===== src/rtl/pn_pkg.sv =====
// Shared definitions for the Polish Notation token interface: mode/operator
// codes, the token format and default buffer depths.
package pn_pkg;
  localparam int PN_MAX_TOK = 12;
  localparam int PN_MAX_RES = 4;
  localparam int PN_TIMEOUT = 1024;

  typedef enum logic [1:0] {
    PREFIX_SORT_DESC = 2'd0,
    POSTFIX_SORT_ASC = 2'd1,
    PREFIX_EXPR      = 2'd2,
    POSTFIX_EXPR     = 2'd3
  } pn_mode_e;

  typedef enum logic [2:0] {
    OP_ADD     = 3'd0,
    OP_SUB     = 3'd1,
    OP_MUL     = 3'd2,
    OP_ABS_SUM = 3'd3
  } pn_op_e;

  typedef struct packed {
    logic       op;
    logic [2:0] val;
  } pn_tok_t;

  typedef enum logic [1:0] {ST_IDLE, ST_SEND, ST_WAIT, ST_CAPT} tx_state_e;
endpackage


===== src/rtl/pn_res_capture.sv =====
// Result capture register file: appends beats until full, drops the rest,
// and exposes one slot through a combinational read mux.
module pn_res_capture import pn_pkg::*; #(
  parameter int MAX_RES = PN_MAX_RES,
  parameter int CW      = 3,
  parameter int IW      = 2
) (
  input  logic               clk,
  input  logic               rst_n,
  input  logic               i_clr,
  input  logic               i_wr,
  input  logic signed [31:0] i_data,
  input  logic [IW-1:0]      i_idx,
  output logic [CW-1:0]      o_cnt,
  output logic signed [31:0] o_data
);
  logic signed [31:0] r_slot [MAX_RES];
  logic [CW-1:0]      r_cnt;
  logic               w_room;

  assign w_room = (r_cnt < CW'(MAX_RES));

  always_ff @(posedge clk or negedge rst_n) begin
    if (!rst_n) begin
      r_cnt <= '0;
      for (int i = 0; i < MAX_RES; i++) r_slot[i] <= '0;
    end else if (i_clr) begin
      r_cnt <= '0;
    end else if (i_wr && w_room) begin
      for (int i = 0; i < MAX_RES; i++)
        if (r_cnt == CW'(i)) r_slot[i] <= i_data;
      r_cnt <= r_cnt + CW'(1);
    end
  end

  assign o_cnt  = r_cnt;
  assign o_data = (int'(i_idx) < MAX_RES) ? r_slot[i_idx] : '0;
endmodule


===== src/rtl/pn_stim_tx.sv =====
// PN interface initiator: buffers host-loaded tokens, streams them to the
// evaluator one per cycle, then collects the evaluator's result burst.
module pn_stim_tx import pn_pkg::*; #(
  parameter int MAX_TOK = PN_MAX_TOK,
  parameter int MAX_RES = PN_MAX_RES,
  parameter int TIMEOUT = PN_TIMEOUT
) (
  input  logic               clk,
  input  logic               rst_n,
  input  logic               cfg_we,
  input  logic               cfg_op,
  input  logic [2:0]         cfg_val,
  input  logic               cfg_clr,
  output logic               cfg_full,
  input  logic               start,
  input  logic [1:0]         start_mode,
  output logic               busy,
  output logic               done,
  output logic               timeout,
  output logic [2:0]         res_cnt,
  input  logic [1:0]         res_idx,
  output logic signed [31:0] res_data,
  output logic               pn_in_valid,
  output logic [1:0]         pn_mode,
  output logic               pn_operator,
  output logic [2:0]         pn_in,
  input  logic               pn_out_valid,
  input  logic signed [31:0] pn_out
);
  localparam int TCW = $clog2(MAX_TOK + 1);
  localparam int TW  = ($clog2(TIMEOUT) > 10) ? $clog2(TIMEOUT) : 10;

  tx_state_e     r_state;
  pn_tok_t       r_buf [MAX_TOK];
  logic [TCW-1:0] r_tok_cnt, r_idx;
  logic [TW-1:0] r_wcnt;
  logic          r_done, r_timeout;
  logic          r_vld, r_op;
  logic [2:0]    r_val;
  logic [1:0]    r_mode;
  logic [TW-1:0] w_wcnt_nxt;
  logic          w_cap_wr, w_cap_clr;

  assign w_wcnt_nxt = r_wcnt + TW'(1);
  assign w_cap_wr   = ((r_state == ST_WAIT) || (r_state == ST_CAPT)) && pn_out_valid;
  assign w_cap_clr  = (r_state == ST_IDLE) && start;

  always_ff @(posedge clk or negedge rst_n) begin
    if (!rst_n) begin
      r_state   <= ST_IDLE;
      r_tok_cnt <= '0;
      r_idx     <= '0;
      r_wcnt    <= '0;
      r_done    <= 1'b0;
      r_timeout <= 1'b0;
      r_vld     <= 1'b0;
      r_op      <= 1'b0;
      r_val     <= '0;
      r_mode    <= '0;
      for (int i = 0; i < MAX_TOK; i++) r_buf[i] <= '0;
    end else begin
      r_done <= 1'b0;
      case (r_state)
        ST_IDLE: begin
          if (start) begin
            r_timeout <= 1'b0;
            r_idx     <= TCW'(1);
            if (r_tok_cnt != '0) begin
              // first token goes out on the cycle right after start
              r_state <= ST_SEND;
              r_vld   <= 1'b1;
              r_op    <= r_buf[0].op;
              r_val   <= r_buf[0].val;
              r_mode  <= start_mode;
            end else begin
              r_done <= 1'b1;
            end
          end else if (cfg_clr) begin
            r_tok_cnt <= '0;
          end else if (cfg_we && (r_tok_cnt < TCW'(MAX_TOK))) begin
            r_buf[r_tok_cnt] <= '{op: cfg_op, val: cfg_val};
            r_tok_cnt        <= r_tok_cnt + TCW'(1);
          end
        end
        ST_SEND: begin
          r_mode <= '0;
          if (r_idx < r_tok_cnt) begin
            r_vld <= 1'b1;
            r_op  <= r_buf[r_idx].op;
            r_val <= r_buf[r_idx].val;
            r_idx <= r_idx + TCW'(1);
          end else begin
            r_vld   <= 1'b0;
            r_op    <= 1'b0;
            r_val   <= '0;
            r_wcnt  <= '0;
            r_state <= ST_WAIT;
          end
        end
        ST_WAIT: begin
          r_wcnt <= w_wcnt_nxt;
          // done shows as the counter reaches TIMEOUT-1: TIMEOUT cycles after the last token
          if (pn_out_valid) begin
            r_state <= ST_CAPT;
          end else if (w_wcnt_nxt == TW'(TIMEOUT - 1)) begin
            r_timeout <= 1'b1;
            r_done    <= 1'b1;
            r_state   <= ST_IDLE;
          end
        end
        ST_CAPT: begin
          if (!pn_out_valid) begin
            r_done  <= 1'b1;
            r_state <= ST_IDLE;
          end
        end
        default: r_state <= ST_IDLE;
      endcase
    end
  end

  pn_res_capture #(.MAX_RES(MAX_RES), .CW(3), .IW(2)) u_cap (
    .clk    (clk),
    .rst_n  (rst_n),
    .i_clr  (w_cap_clr),
    .i_wr   (w_cap_wr),
    .i_data (pn_out),
    .i_idx  (res_idx),
    .o_cnt  (res_cnt),
    .o_data (res_data)
  );

  assign cfg_full    = (r_tok_cnt == TCW'(MAX_TOK));
  assign busy        = (r_state != ST_IDLE);
  assign done        = r_done;
  assign timeout     = r_timeout;
  assign pn_in_valid = r_vld;
  assign pn_operator = r_op;
  assign pn_in       = r_val;
  assign pn_mode     = r_mode;
endmodule


===== config.mk =====
export PLATFORM = sky130hd
export DESIGN_NAME = pn_stim_tx
export DESIGN_NICKNAME = d
export VERILOG_FILES = /design/src/rtl/pn_pkg.sv /design/src/rtl/pn_res_capture.sv /design/src/rtl/pn_stim_tx.sv
export SDC_FILE = /design/constraint.sdc
export NUM_CORES = 1
export LEC_CHECK = 0
export ABC_AREA = 0
export CAP_MARGIN = 20
export CORE_UTILIZATION = 52
export CTS_CLUSTER_SIZE = 28
export DETAILED_ROUTE_END_ITERATION = 16
export GPL_TIMING_DRIVEN = 0
export PLACE_DENSITY = 0.76
export SLEW_MARGIN = 20
export SYNTH_ARGS = -nofsm -noshare
export SYNTH_HDL_FRONTEND = slang
export SYNTH_HIERARCHICAL = 1
export SYNTH_SLANG_ARGS = --single-unit

===== constraint.sdc =====
create_clock -name clk -period 2.1 [get_ports clk]
set_input_delay 0.315 -clock clk [delete_from_list [all_inputs] [get_ports clk]]
set_output_delay 0.315 -clock clk [all_outputs]
set_load 0.05 [all_outputs]

# Word level (Yosys, flattened, before mapping)
# Cells that the tools add are included.
[word_totals] input_bits=46 out_inout_bits=46 reg_bits=208
[op_classes] mux=50 addsub=4 n_reduce_logical=26 magnitude_cmp=7 n_eq_ne=16 n_bitwise=6
[ops] cell="binary-select mux 32 bit (select 2 bit)" n=1
[ops] cell="2-to-1 mux 32 bit" n=2
[ops] cell="bitwise mux 48 bit" n=1
[ops] cell="2-to-1 mux 4 bit" n=7
[ops] cell="AND reduction 3 bit" n=7
[ops] cell="one-hot mux 10 bit (2 select lines)" n=1
[ops] cell="binary-select mux 4 bit (select 4 bit)" n=1
[ops] cell="demux 4 bit (select 4 bit)" n=1
[ops] cell="2-to-1 mux 2 bit" n=8
[ops] cell="2-to-1 mux 3 bit" n=5
[ops] cell="2-to-1 mux 1 bit" n=14
[ops] cell="nonzero test 2 bit" n=6
[ops] cell="adder 10 x 1 -> 10 bit, second input constant" n=1
[ops] cell="== test 10 bit, second input constant" n=1
[ops] cell=">= comparator 5 bit, second input constant" n=2
[ops] cell="2-to-1 mux 10 bit" n=1
[ops] cell="!= test 2 bit, second input constant" n=5
[ops] cell="NOT 4 -> 5 bit" n=2
[ops] cell="adder 4 x 1 -> 4 bit, second input constant" n=2
[ops] cell="one-hot mux 2 bit (4 select lines)" n=1
[ops] cell="one-hot mux 4 bit (2 select lines)" n=1
[ops] cell="AND reduction 4 bit" n=2
[ops] cell="== test 3 x 2 -> 1 bit, second input constant" n=2
[ops] cell="one-hot mux 1 bit (2 select lines)" n=3
[ops] cell="other kinds (24)" n=32

# Longest topological paths before layout
[depth] word_depth=6 mapped_depth=9 mapped_depth_nobuf=7

# Modules after synthesis
# Netlist, hierarchy kept.
[modules_own_cells] mod="pn_res_capture" seq_area_each_um2=3278.1 area_each_um2=6214.7 instances=1 cells_each=333
[modules_own_cells] mod="pn_stim_tx" seq_area_each_um2=1926.8 area_each_um2=3965.1 instances=1 cells_each=335

# Worst setup path after synthesis
# No wires, ideal clock.
[synth_path] kind="flip-flop to flip-flop" start="reg r_tok_cnt[1]" end="reg r_buf[44] (netlist name)" period_less_slack_ns=2.014 n_path_buf=0 arrival_time_ns=1.890 stages_incl_launch_ff=6 slack_ns=0.086 path_cell_list="dfrtp_1 -> inv_1 -> ha_1 -> or3b_2 -> nor3_1 -> mux2_2"
[synth_via] elab_chain_cells=6 elab_cells_between_ends=10 cone_classes="order compare (3); mux (3); bitwise (1); reduce/logical (3)"
[synth_rtl] element="start: declaration" line_no="pn_stim_tx.sv:35" rtl="logic [TCW-1:0] r_tok_cnt, r_idx;"
[synth_rtl] element="start signal: assignment" line_no="pn_stim_tx.sv:82" rtl="r_tok_cnt <= r_tok_cnt + TCW'(1);"
[synth_rtl] element="NOT 4 -> 5 bit (not written as such)" line_no="pn_stim_tx.sv:81" rtl="r_buf[r_tok_cnt] <= '{op: cfg_op, val: cfg_val};"
[synth_rtl] element=">= comparator 5 bit (not written as such) or less-than comparator 5 x 1 -> 1 bit (tied branches)" line_no="pn_stim_tx.sv:81"
[synth_rtl] element="logical AND 1 bit (not written as such)" line_no="pn_stim_tx.sv:81"
[synth_rtl] element="2-to-1 mux 4 bit (not written as such)" line_no="pn_stim_tx.sv:81"
[synth_rtl] element="demux 4 bit (select 4 bit)" line_no="pn_stim_tx.sv:81"
[synth_rtl] element="bitwise mux 48 bit" line_no="pn_stim_tx.sv:81"
[synth_rtl] element="end signal: indexed assignment" line_no="pn_stim_tx.sv:81"
[synth_rtl] element="end: declaration" line_no="pn_stim_tx.sv:34" rtl="pn_tok_t r_buf [MAX_TOK];"
# Several ways; a longest one is shown, not always the timed one.
# A chain may end at the register's enable or synchronous reset.

# Worst setup path in the final report
[layout_path] start="reg u_cap.r_cnt[2] (netlist: u_cap/o_cnt[2])" end="out res_cnt[2]"
[layout_lines] element="start: declaration" line_no="pn_res_capture.sv:18" rtl="logic [CW-1:0] r_cnt;"
[layout_lines] element="start signal: assignment" line_no="pn_res_capture.sv:32" rtl="r_cnt <= r_cnt + CW'(1);"
[layout_lines] element="end: declaration" line_no="pn_stim_tx.sv:20" rtl="output logic [2:0] res_cnt,"
# No word-level cell between the ends.

==> summary.txt <==
Outcome
  – Status: finished, final reports clean

Floorplanning
  – Chip Width: 141.9 um
  – Chip height: 141.9 um
  – Boundary pin count: 92
  – Num rows: 50
  – Core area: 0.01896 mm2
  – Initial Utilization: 0.5370
  – DIE AREA: 0.02014 mm2

Timing
  – Min Tclk post-route: 2.059 ns
  – Worst setup slack after layout: 0.04085 ns
  – Fmax achieved: 485.6 MHz
  – Final Hold Viols: 0
  – Tcrit/Tclk final: 0.9805
  – Final count of negative-setup-slack endpoints: 0
  – Max_slew headroom: 0.5994
  – Slew Limit Fails: 0
  – Clk_skew: 0.01826 ns
  – Setup TNS: 0 ns
  – Worst-Margin Slew: 0.5996 ns

Logic synthesis
  – Netlist Area Pre-Place: 0.01018 mm2
  – Post-Synth XOR/XNOR Area: 0.003441
  – Gate Count Post-Synth: 668
  – Simple-gate area share of the yosys netlist: 0.05396
  – Main synth FF type: dfrtp_1
  – Syn_nets: 729
  – Asr flop ratio synth: 1.000
  – Synth Area in Compound Gates: 0.04105
  – #FFs+latches synth: 208
  – Syn. warnings: 6
  – Post-synth EDFFs: 0
  – Post-Synth Adder-Cell Area: 0.01844
  – Post-synth cell types: 52
  – Multiplexer share of the synthesized area: 0.3316
  – Sequential share of the synthesized area: 0.5113
  – Avg Cell Area, Syn: 15.24 um2
  – Largest family of logic cells by synthesized area: multiplexers

Worst setup path
  – Cells along the critical path: clkdlybuf4s50_1
  – CP Data Arrival Time: 1.74 ns
  – CP max-delay cell: clkdlybuf4s50_1
  – Slowest Stage Delay on Critical Path: 0.84 ns
  – Worst Path Max Fanout: 4
  – Critical Path End Type: primary output
  – CP bufs+invs: 1
  – Crit-path leading delay family: buffers and inverters
  – Crit path kind: flip-flop to primary output
  – Worst setup SP type: flip-flop
  – Critical Path RT: 1.78 ns

GRT
  – Grt met2 use: 0.3956
  – First-pass GRT wire length: 35.06 mm
  – Vias in the first global route: 6569
  – Largest net degree at the start of global routing: 94
  – Top Usage Layer GRT: met2
  – GRT Total Usage: 0.2219
  – Grt total ovfl: 0
  – Antenna violations before repair: 0
  – Met3 usage: 0.03105
  – Met1 usage in global routing: 0.2897

Finish
  – Core Util, Final: 0.6541
  – Area Overhead vs Synth: 21.80%
  – Count of nets after finishing: 857
  – Final cell count without fillers: 1069
  – Share of layout cells above drive strength 1: 0.4413
  – Diodes inserted: 0
  – Filler cells: 1350

Power and ir drop
  – Power per cell area: 1377 mW/mm2
  – Static leakage: 5.545 nW
  – Worst vdd ir: 606.9 uV

Placement
  – IO buf count: 90
  – Dpl ws: -0.9968 ns
  – Final Wtd Congestion: 0.8485
  – Placed Cells: 1020
  – Final HPWL DP: 14.68 mm

Clock network
  – Reg clk slew, reported paths: 0.06 ns
  – # clock sinks: 208
  – CTS Buf Count: 23
  – TritonCTS clock tree: built
  – H-Tree Depth: 1
  – Root Buffer: clkbuf_16
  – CTS Buffer Depth: 3
  – Worst skew pair latency: 0.50 ns

Route
  – DRC errors left: 0
  – Antenna Nets Post-Route: 0
  – 1st-iter DRT viols: 201
  – Detailed Route WL: 21.45 mm
  – Via density per instance: 5.639
  – Wirelength per Cell: 20.07 um
  – First-pass DRT Iterations: 4
  – Total number of vias: 6028

Hold path
  – HP Class: primary input to asynchronous set/reset pin

Job
  – Max-cap viol count: 0
[power breakdown]
part	leakage, nW	internal [W]	switching (W)	total, W
logic	2.48	0.00344	0.00346	0.00690
clock network	0.361	0.00233	0.00151	0.00384
registers	2.71	0.00543	0.000901	0.00633
total	5.55	0.0112	0.00587	0.0171
[state kept, by name, indices dropped and copies added, names as in the netlist]
register	flops
timeout	1
r_idx	4
u_cap/o_cnt	3
r_tok_cnt	4
done	1
pn_in	3
r_state	2
pn_operator	1
r_wcnt	10
u_cap/r_slot	128
r_buf	48
pn_mode	2
pn_in_valid	1
[layout by cell type (no fill, tap or decap), drive strengths merged, types with 2 or more instances in the layout]
cell,Yosys,routed
a21oi,10,10
nand2,25,25
mux2i,2,2
nor3,6,6
and2,3,3
clkdlybuf4s15,0,24
o21ai,20,20
nand2b,13,13
o31ai,5,5
buf,25,38
inv,20,20
clkinv,0,4
or3,3,3
o311ai,4,4
nor3b,3,3
dfrtp,208,208
mux4,44,44
nand3b,6,6
dlygate4sd2,0,2
ha,15,15
a22o,4,4
nor2b,7,7
o21bai,2,2
o221ai,5,5
nand4,3,3
clkbuf,12,55
xnor2,3,3
nor2,17,17
nand3,5,5
and3,6,6
mux2,178,178
clkdlybuf4s50,0,52
[cell type report]
class / count / area, um2 / area share
multi-input combinational: 403 / 4656 / 0.3755
sequential: 208 / 5211 / 0.4203
clock buffer: 33 / 673.1 / 0.05429
tap: 260 / 325.3 / 0.02624
timing repair buffer: 103 / 1028 / 0.08295
inverter: 20 / 77.57 / 0.006256
buffer: 37 / 377.9 / 0.03047
clock inverter: 5 / 50.05 / 0.004036
[worst reg2reg max path, cell delays in order (launching register included)]
cell and delay, ns:
dfrtp_1 0.39, inv_2 0.11, ha_4 0.21, a2111o_1 0.51, a21bo_4 0.27, or3_1 0.32, a21oi_1 0.15
[worst paths after layout]
kind                       slack (ns)                  startpoint  cells after the start                            to
setup / recovery                 0.04  u_cap/o_cnt[2]$_DFFE_PN0P_                      1                    res_cnt[2]
hold / removal                   0.25                       rst_n                      2  u_cap/r_slot[71]$_DFFE_PN0P_
setup reg to reg                 0.06    r_tok_cnt[1]$_DFFE_PN0P_                      6          r_idx[3]$_DFFE_PN0P_
hold reg to reg                  0.49         timeout$_DFFE_PN0P_                      2           timeout$_DFFE_PN0P_
max in group asynchronous        0.69                       rst_n                      4         r_buf[23]$_DFFE_PN0P_
min in group clk                 0.43               start_mode[1]                      2        pn_mode[1]$_DFFE_PN0P_
[through the flow]
| stage | total power [W] | instance area [um2] | hold WS (ns) |
|---|---|---|---|
| 5_1_grt | 0.01792 | 12400 | 0.2631 |
| 4_1_cts | 0.01701 | 12290 | 0.2518 |
| 3_3_place_gp | 0.01280 | 11410 | 0.4791 |
| 3_5_place_dp | 0.01316 | 11470 | 0.1803 |
| 2_1_floorplan | 0.01121 | 10180 | 0.01941 |
| 6_report | 0.01707 | 12400 | 0.2540 |
[cells in the mapped netlist, types with 7 or more instances]
| cell | count | area, um2 |
|---|---|---|
| mux4_2 | 38 | 855.8 |
| o21ai_0 | 20 | 100.1 |
| nand2_1 | 25 | 93.84 |
| buf_12 | 9 | 180.2 |
| ha_1 | 15 | 187.7 |
| dfrtp_1 | 208 | 5205 |
| mux2_2 | 88 | 991.0 |
| nor2_1 | 16 | 60.06 |
| nand2b_1 | 12 | 75.07 |
| nor2b_1 | 7 | 43.79 |
| clkbuf_1 | 12 | 45.04 |
| inv_1 | 20 | 75.07 |
| a21oi_1 | 10 | 50.05 |
| mux2_4 | 90 | 1351 |
[logic make-up (layout without fill, tap and decap cells)]
family / Yosys count / in the layout
fa+ha+maj: 15 / 15
buf+inv: 57 / 198
flops: 208 / 208
mux: 224 / 224
xor+xnor: 4 / 4
simple gates: 100 / 100
compound gates: 60 / 60
[layer usage]
layer,vias to the layer above,part of all wire
met1,3157,0.44
li1,2726,-
met4,0,0.013
met3,26,0.037
met5,-,0
met2,119,0.51
[repair_timing]
action / 4_1_cts / 5_1_grt
endpoints found under the setup margin: 183 / 178
pin swaps: 2 / 4
endpoints found under the hold margin: 27 / 0
buffers inserted: 4 / 6
resized for setup: 114 / 47
hold buffers: 1 / 0
Note: power is estimated with default switching activity, not from simulation.
==> variant 1, RTL diff (config.mk and constraints unchanged) <==
Make the reset (`rst_n`) synchronous in 2 clocked blocks.
--- a/src/rtl/pn_res_capture.sv
+++ b/src/rtl/pn_res_capture.sv
@@ -20,7 +20,7 @@
 
   assign w_room = (r_cnt < CW'(MAX_RES));
 
-  always_ff @(posedge clk or negedge rst_n) begin
+  always_ff @(posedge clk) begin
     if (!rst_n) begin
       r_cnt <= '0;
       for (int i = 0; i < MAX_RES; i++) r_slot[i] <= '0;
--- a/src/rtl/pn_stim_tx.sv
+++ b/src/rtl/pn_stim_tx.sv
@@ -45,7 +45,7 @@
   assign w_cap_wr   = ((r_state == ST_WAIT) || (r_state == ST_CAPT)) && pn_out_valid;
   assign w_cap_clr  = (r_state == ST_IDLE) && start;
 
-  always_ff @(posedge clk or negedge rst_n) begin
+  always_ff @(posedge clk) begin
     if (!rst_n) begin
       r_state   <= ST_IDLE;
       r_tok_cnt <= '0;
Function: differs if rst_n is asserted again (counterexample within 4 cycles, from zero or initial values and one cycle with rst_n low); with rst_n held inactive, the same outputs for 4 cycles.
==> variant 1 against the original RTL <==
  * Worst setup slack got worse by 0.090 ns
  * Sequential cell count is 20 higher
  * The flow now finishes with violations (negative setup slack)
  * Global-route usage increased by 1.6 points
  * Synthesized area increased by 1.2%
  * Routed wire length rose by 9.1%
  * Cell area increased by 2.5%
Power is not compared: it rests on default switching activity, and its combinational part moved more than twofold at a synthesized area within 25%.
==> variant 1: results (changes against the original RTL) <==
metric,value,unit,change
largest net degree at the start of global routing,21,,-78%
register area share after synthesis,0.630,,+0.119
Pleak,4.87,nW,
Port Buffers,90,,unchanged
failing checks,negative setup slack,,
setup ws final,-0.0490,ns,-0.0899 ns
DR vias/cell,5.66,,+0.34%
met2 track utilization from global routing,0.424,,+0.0288
internal cell power,0.00801,W,
antenna cells,0,,unchanged
Adder-Cell Fraction of Synth Area,0.0182,,-0.000213
Max Used Layer,met4,,
Post-synth EDFFs,192,,+192
RePlAce Congestion,0.828,,-2.5%
Cell variety after synth,54,,+3.8%
post-synthesis compound-gate area fraction,0.0448,,+0.00378
metal3 WL,1.28,mm,+63%
first-pass GRT wire length,36.3,mm,+3.4%
Hold Fails Final Rpt,0,,unchanged
Fillers,1426,,+5.6%
met1 wire length,9.42,mm,+0.87%
number of buffers created by CTS,24,,+4.3%
clock network power,0.00426,W,
DRT iter0 DRCs,520,,+160%
top flop regs,"u_cap/r_slot (128), r_buf (64), r_wcnt (10)",,
Setup-failing EPs final,2,,+2
Synth top cells by count,"192 x edfxtp_1, 118 x nor2_1, 74 x nand2_1",,
P_seq,0.00510,W,
post-synthesis xor/xnor area fraction,0.00170,,-0.00174
GR Util met1,0.302,,+0.0119
status,finished with violations,,
# Post-CTS Setup Buffers,8,,+4
vias in the first global route,6679,,+1.7%
drt wl/cell,19.7,microns,-2.0%
clk_skew,0.0102,ns,-0.00811 ns
largest cells by area after synthesis,"edfxtp_1 56%, dfxtp_1 7.0%, mux4_2 5.7%, mux4_1 5.6%, nor2_1 4.3%",,
H-tree depth,1,,unchanged
Ys Warns,6,,unchanged
Async SR Flop Fraction,0,,-1.00
Hold Crit Class,in2reg,,
slew margin rel.,0.631,,+0.0317
Post-CTS Resized,131,,+15%
Detailed Routing Iterations Pass 1,5,,+1
GRT Overall Usage,0.238,,+0.0159
Root Driver,clkbuf_16,,
mux share of post-synthesis cell area,0.119,,-0.213
initial antenna violation count,0,,unchanged
Nets,968,,+13%
M3 GR Usage,0.0278,,-0.00322
max incr delay on CP,0.30,ns,-0.54 ns
CP max stage cell,dfxtp_1,,
CP arrival,2.41,ns,+0.67 ns
Max IR drop VDD,633,uV,
ratio of cells with drive above 1 in the final layout,0.202,,-0.239
post-DP HPWL,15.4,mm,+5.1%
"Max FO, Critical Path",10,,+6
routed wl met2,12.1,mm,+9.8%
==> variant 1: cell count changes after synthesis, sizes merged, moves of 7 or more <==
| cell | delta |
|---|---|
| and3 | +46 |
| clkbuf | +15 |
| mux2 | -178 |
| nor2 | +101 |
| dfxtp | +36 |
| a21oi | +7 |
| dfrtp | -208 |
| and2 | +31 |
| nand2b | -7 |
| a211oi | +9 |
| nand2 | +49 |
| edfxtp | +192 |
==> variant 1: path summary, 6_finish.rpt <==
check / from / endpoint / slack [ns] / cells past startpoint
worst max-delay path: r_state[1] / u_cap/r_slot[1][31] / -0.05 / 10
worst max register to register: r_state[1] / u_cap/r_slot[1][31] / -0.05 / 10
worst min-delay path: start_mode[1] / pn_mode[1] / 0.41 / 3
worst min register to register: pn_mode[1] / pn_mode[1] / 0.46 / 2
==> variant 1: worst max-delay path, delay by kind of cell (launching register included) <==
family | cells | cell delay, ns
flip-flops | 1 | 0.30
buffers and inverters | 5 | 0.72
AND/OR/NAND/NOR | 5 | 0.88
==> variant 1: through the flow <==
step	cell area (sq um)	setup WS (ns)	setup TNS (ns)	instances
finish	12700	-0.0490	-0.0819	1190
global route	12700	-0.119	-3.53	1190
CTS	12700	-0.0628	-0.0628	1189
detailed placement	11700	-0.921	-168.90	1137
global placement	11600	-0.865	-192.39	1133
floorplan	10400	0.0320	0	778
==> variant 1: final cells by class <==
cell class	instances	share of cell area
plain buffers	54	0.0260
clock buffers	36	0.0541
clock inverters	8	0.00867
inverters	14	0.00414
multi-input cells	482	0.287
flip-flops and latches	228	0.511
well taps	265	0.0261
repair buffers	103	0.0831
==> variant 2, RTL diff (config.mk and constraints unchanged) <==
Made on the original files. Set the package constant `PN_MAX_RES` to 8 (it was 4).
--- a/src/rtl/pn_pkg.sv
+++ b/src/rtl/pn_pkg.sv
@@ -2,7 +2,7 @@
 // codes, the token format and default buffer depths.
 package pn_pkg;
   localparam int PN_MAX_TOK = 12;
-  localparam int PN_MAX_RES = 4;
+  localparam int PN_MAX_RES = 8;
   localparam int PN_TIMEOUT = 1024;
 
   typedef enum logic [1:0] {
Function: same outputs for any inputs over 4 cycles, from zero or initial values and one cycle with rst_n low; that may be too few to reach the edited logic, so the function may still have changed.
==> variant 2 against the original RTL <==
  * Critical endpoint is now r_buf[38]
  * Fmax shrank 0.68%
  * Cell area fell by 59%
  * Largest cell class is now multi-input combinational cells
  * Worst setup slack worse by 0.014 ns
  * Combinational power fell by 66%
  * Synthesized cell count fell by 44%
  * Sequential share of layout area fell by 3.8 points
  * Power is 68% lower
  * Non-clock buffer count down 62
  * Via count shrank 50%
  * First-iteration DRC count shrank 9.5%
  * Synthesized area shrank 58%
  * Final cell count shrank 48%
  * Routed wire length shrank 60%
  * Sequential cell count decreased by 131
==> variant 2: results (changes against the original RTL) <==
metric,value,unit,change
register area share after synthesis,0.455,,-0.0560
Yosys reg bits,77,,-63%
Max IR drop VDD,531,uV,-12%
fraction of area in multi-input gates,0.415,,+0.0397
status,finished clean,,
Root Driver,clkbuf_8,,
multi-input gate count,261,,-35%
Layout clock buffers,11,,-67%
top flop regs,"r_buf (48), r_wcnt (10)",,
Final ANT Viol Nets,0,,unchanged
RePlAce Congestion,0.845,,-0.42%
Seq. cell area,0.00193,sq mm,-63%
Slew Limit Fails,0,,unchanged
Syn Area/Cell,11.4,sq um,-25%
Pleak,2.38,nW,-57%
H-tree depth,3,,+2
bufs w/o clock,78,,-44%
worst r2r src,r_state[1],,
Nets,500,,-42%
post-DP HPWL,6.18,mm,-58%
clock-pin slew of the registers on the worst-case setup and hold paths,0.09,ns,+0.03 ns
drt wl/cell,15.5,microns,-23%
DR vias/cell,5.43,,-3.7%
slew margin rel.,0.629,,+0.0300
CP Capture Point,r_buf[38],,
clock network power,0.00119,W,-69%
"Max FO, Critical Path",6,,+2
Non-clock buffering overhead,0.123,,+0.00994
Logic inverters,17,,-15%
P_seq,0.00195,W,-69%
Post-DP Area,0.00473,sq mm,-59%
clk_skew,0.0118,ns,-0.00646 ns
switch share,0.396,,+0.0517
clk_lat worst skew,0.36,ns,-0.14 ns
first-pass GRT wire length,14.5,mm,-59%
area of the multi-input gates,0.00210,sq mm,-55%
largest net degree at the start of global routing,56,,-40%
vias in the first global route,3006,,-54%
"area leader, netlist",dfrtp_1,,
routed wire length,8.54,mm,-60%
largest cells by area after synthesis,"dfrtp_1 46%, mux2_2 13%, buf_4 6.2%, mux4_1 3.7%, mux4_2 3.2%",,
Power Density,1080,mW/mm^2,-22%
Synth top cells by count,"77 x dfrtp_1, 50 x mux2_2, 35 x buf_4",,
GRT Overall Usage,0.221,,-0.000898
Mapped Cells,371,,-44%
Cell variety after synth,47,,-9.6%
ratio of cells with drive above 1 in the final layout,0.305,,-0.136
DRT iter0 DRCs,182,,-9.5%
Hold Crit Class,in2async,,
clk cell area share,0.0414,,-0.0170
Port Buffers,22,,-76%
Fillers,607,,-55%
FF-to-FF path depth,4,,-2
FMAX,482,MHz,-0.68%
Max Buffers Root-to-Sink,2,,-1
number of buffers created by CTS,9,,-61%
flop2flop setup slack,0.03,ns,-0.03 ns
dpl ws,-0.615,ns,+0.382 ns
Detailed Routing Iterations Pass 1,5,,+1
DP Cell Count,530,,-48%
variant 2: cell types whose count changed after synthesis, sizes merged, moves of 2 or more:
| cell | before | now |
|---|---|---|
| dfrtp | 208 | 77 |
| mux2 | 178 | 50 |
| mux4 | 44 | 12 |
| buf | 25 | 38 |
| ha | 15 | 10 |
| and3 | 6 | 3 |
| inv | 20 | 17 |
| nor2 | 17 | 14 |
| nand2b | 13 | 11 |
variant 2: timing repair:
| item | CTS | global route |
|---|---|---|
| pin swaps | 3 | 4 |
| hold buffers | 1 | 0 |
| setup buffers | 2 | 2 |
| gates resized for setup | 15 | 15 |
| endpoints found under the setup margin | 22 | 34 |
| endpoints found under the hold margin | 22 | 0 |
variant 2: critical path, cell delays in order, from the launching register on:
cell	delay, ns
dfrtp_1	0.43
nor3_2	0.38
nand4_1	0.24
nor3b_2	0.50
mux2_2	0.39
variant 2: kinds of logic (layout without fill, tap and decap cells):
family,count (synthesis),in the layout,share of synthesized area
compound gates,59,59,0.0976
xor+xnor,3,3,0.00621
fa+ha+maj,10,10,0.0296
buf+inv,67,111,0.0928
flops,77,77,0.455
mux,63,63,0.205
other cells,1,35,0.000886
simple gates,91,91,0.113
variant 2: layer usage:
metal  vias up  GRT usage  wire length [microns]
met4         0     0.0716                    150
li1       1415          -                      -
met2        75      0.384                   4390
met3        12     0.0489                    325
met1      1489      0.273                   3670
met5         -          0                      0
variant 2: worst min-delay path by stage:
stage	end	slack [ns]
2_1_floorplan	done	0.02
6_report	pn_in_valid	0.39
3_3_place_gp	timeout	0.47
4_1_cts	pn_in_valid	0.40
5_1_grt	pn_in_valid	0.42
3_5_place_dp	pn_mode[1]	0.24
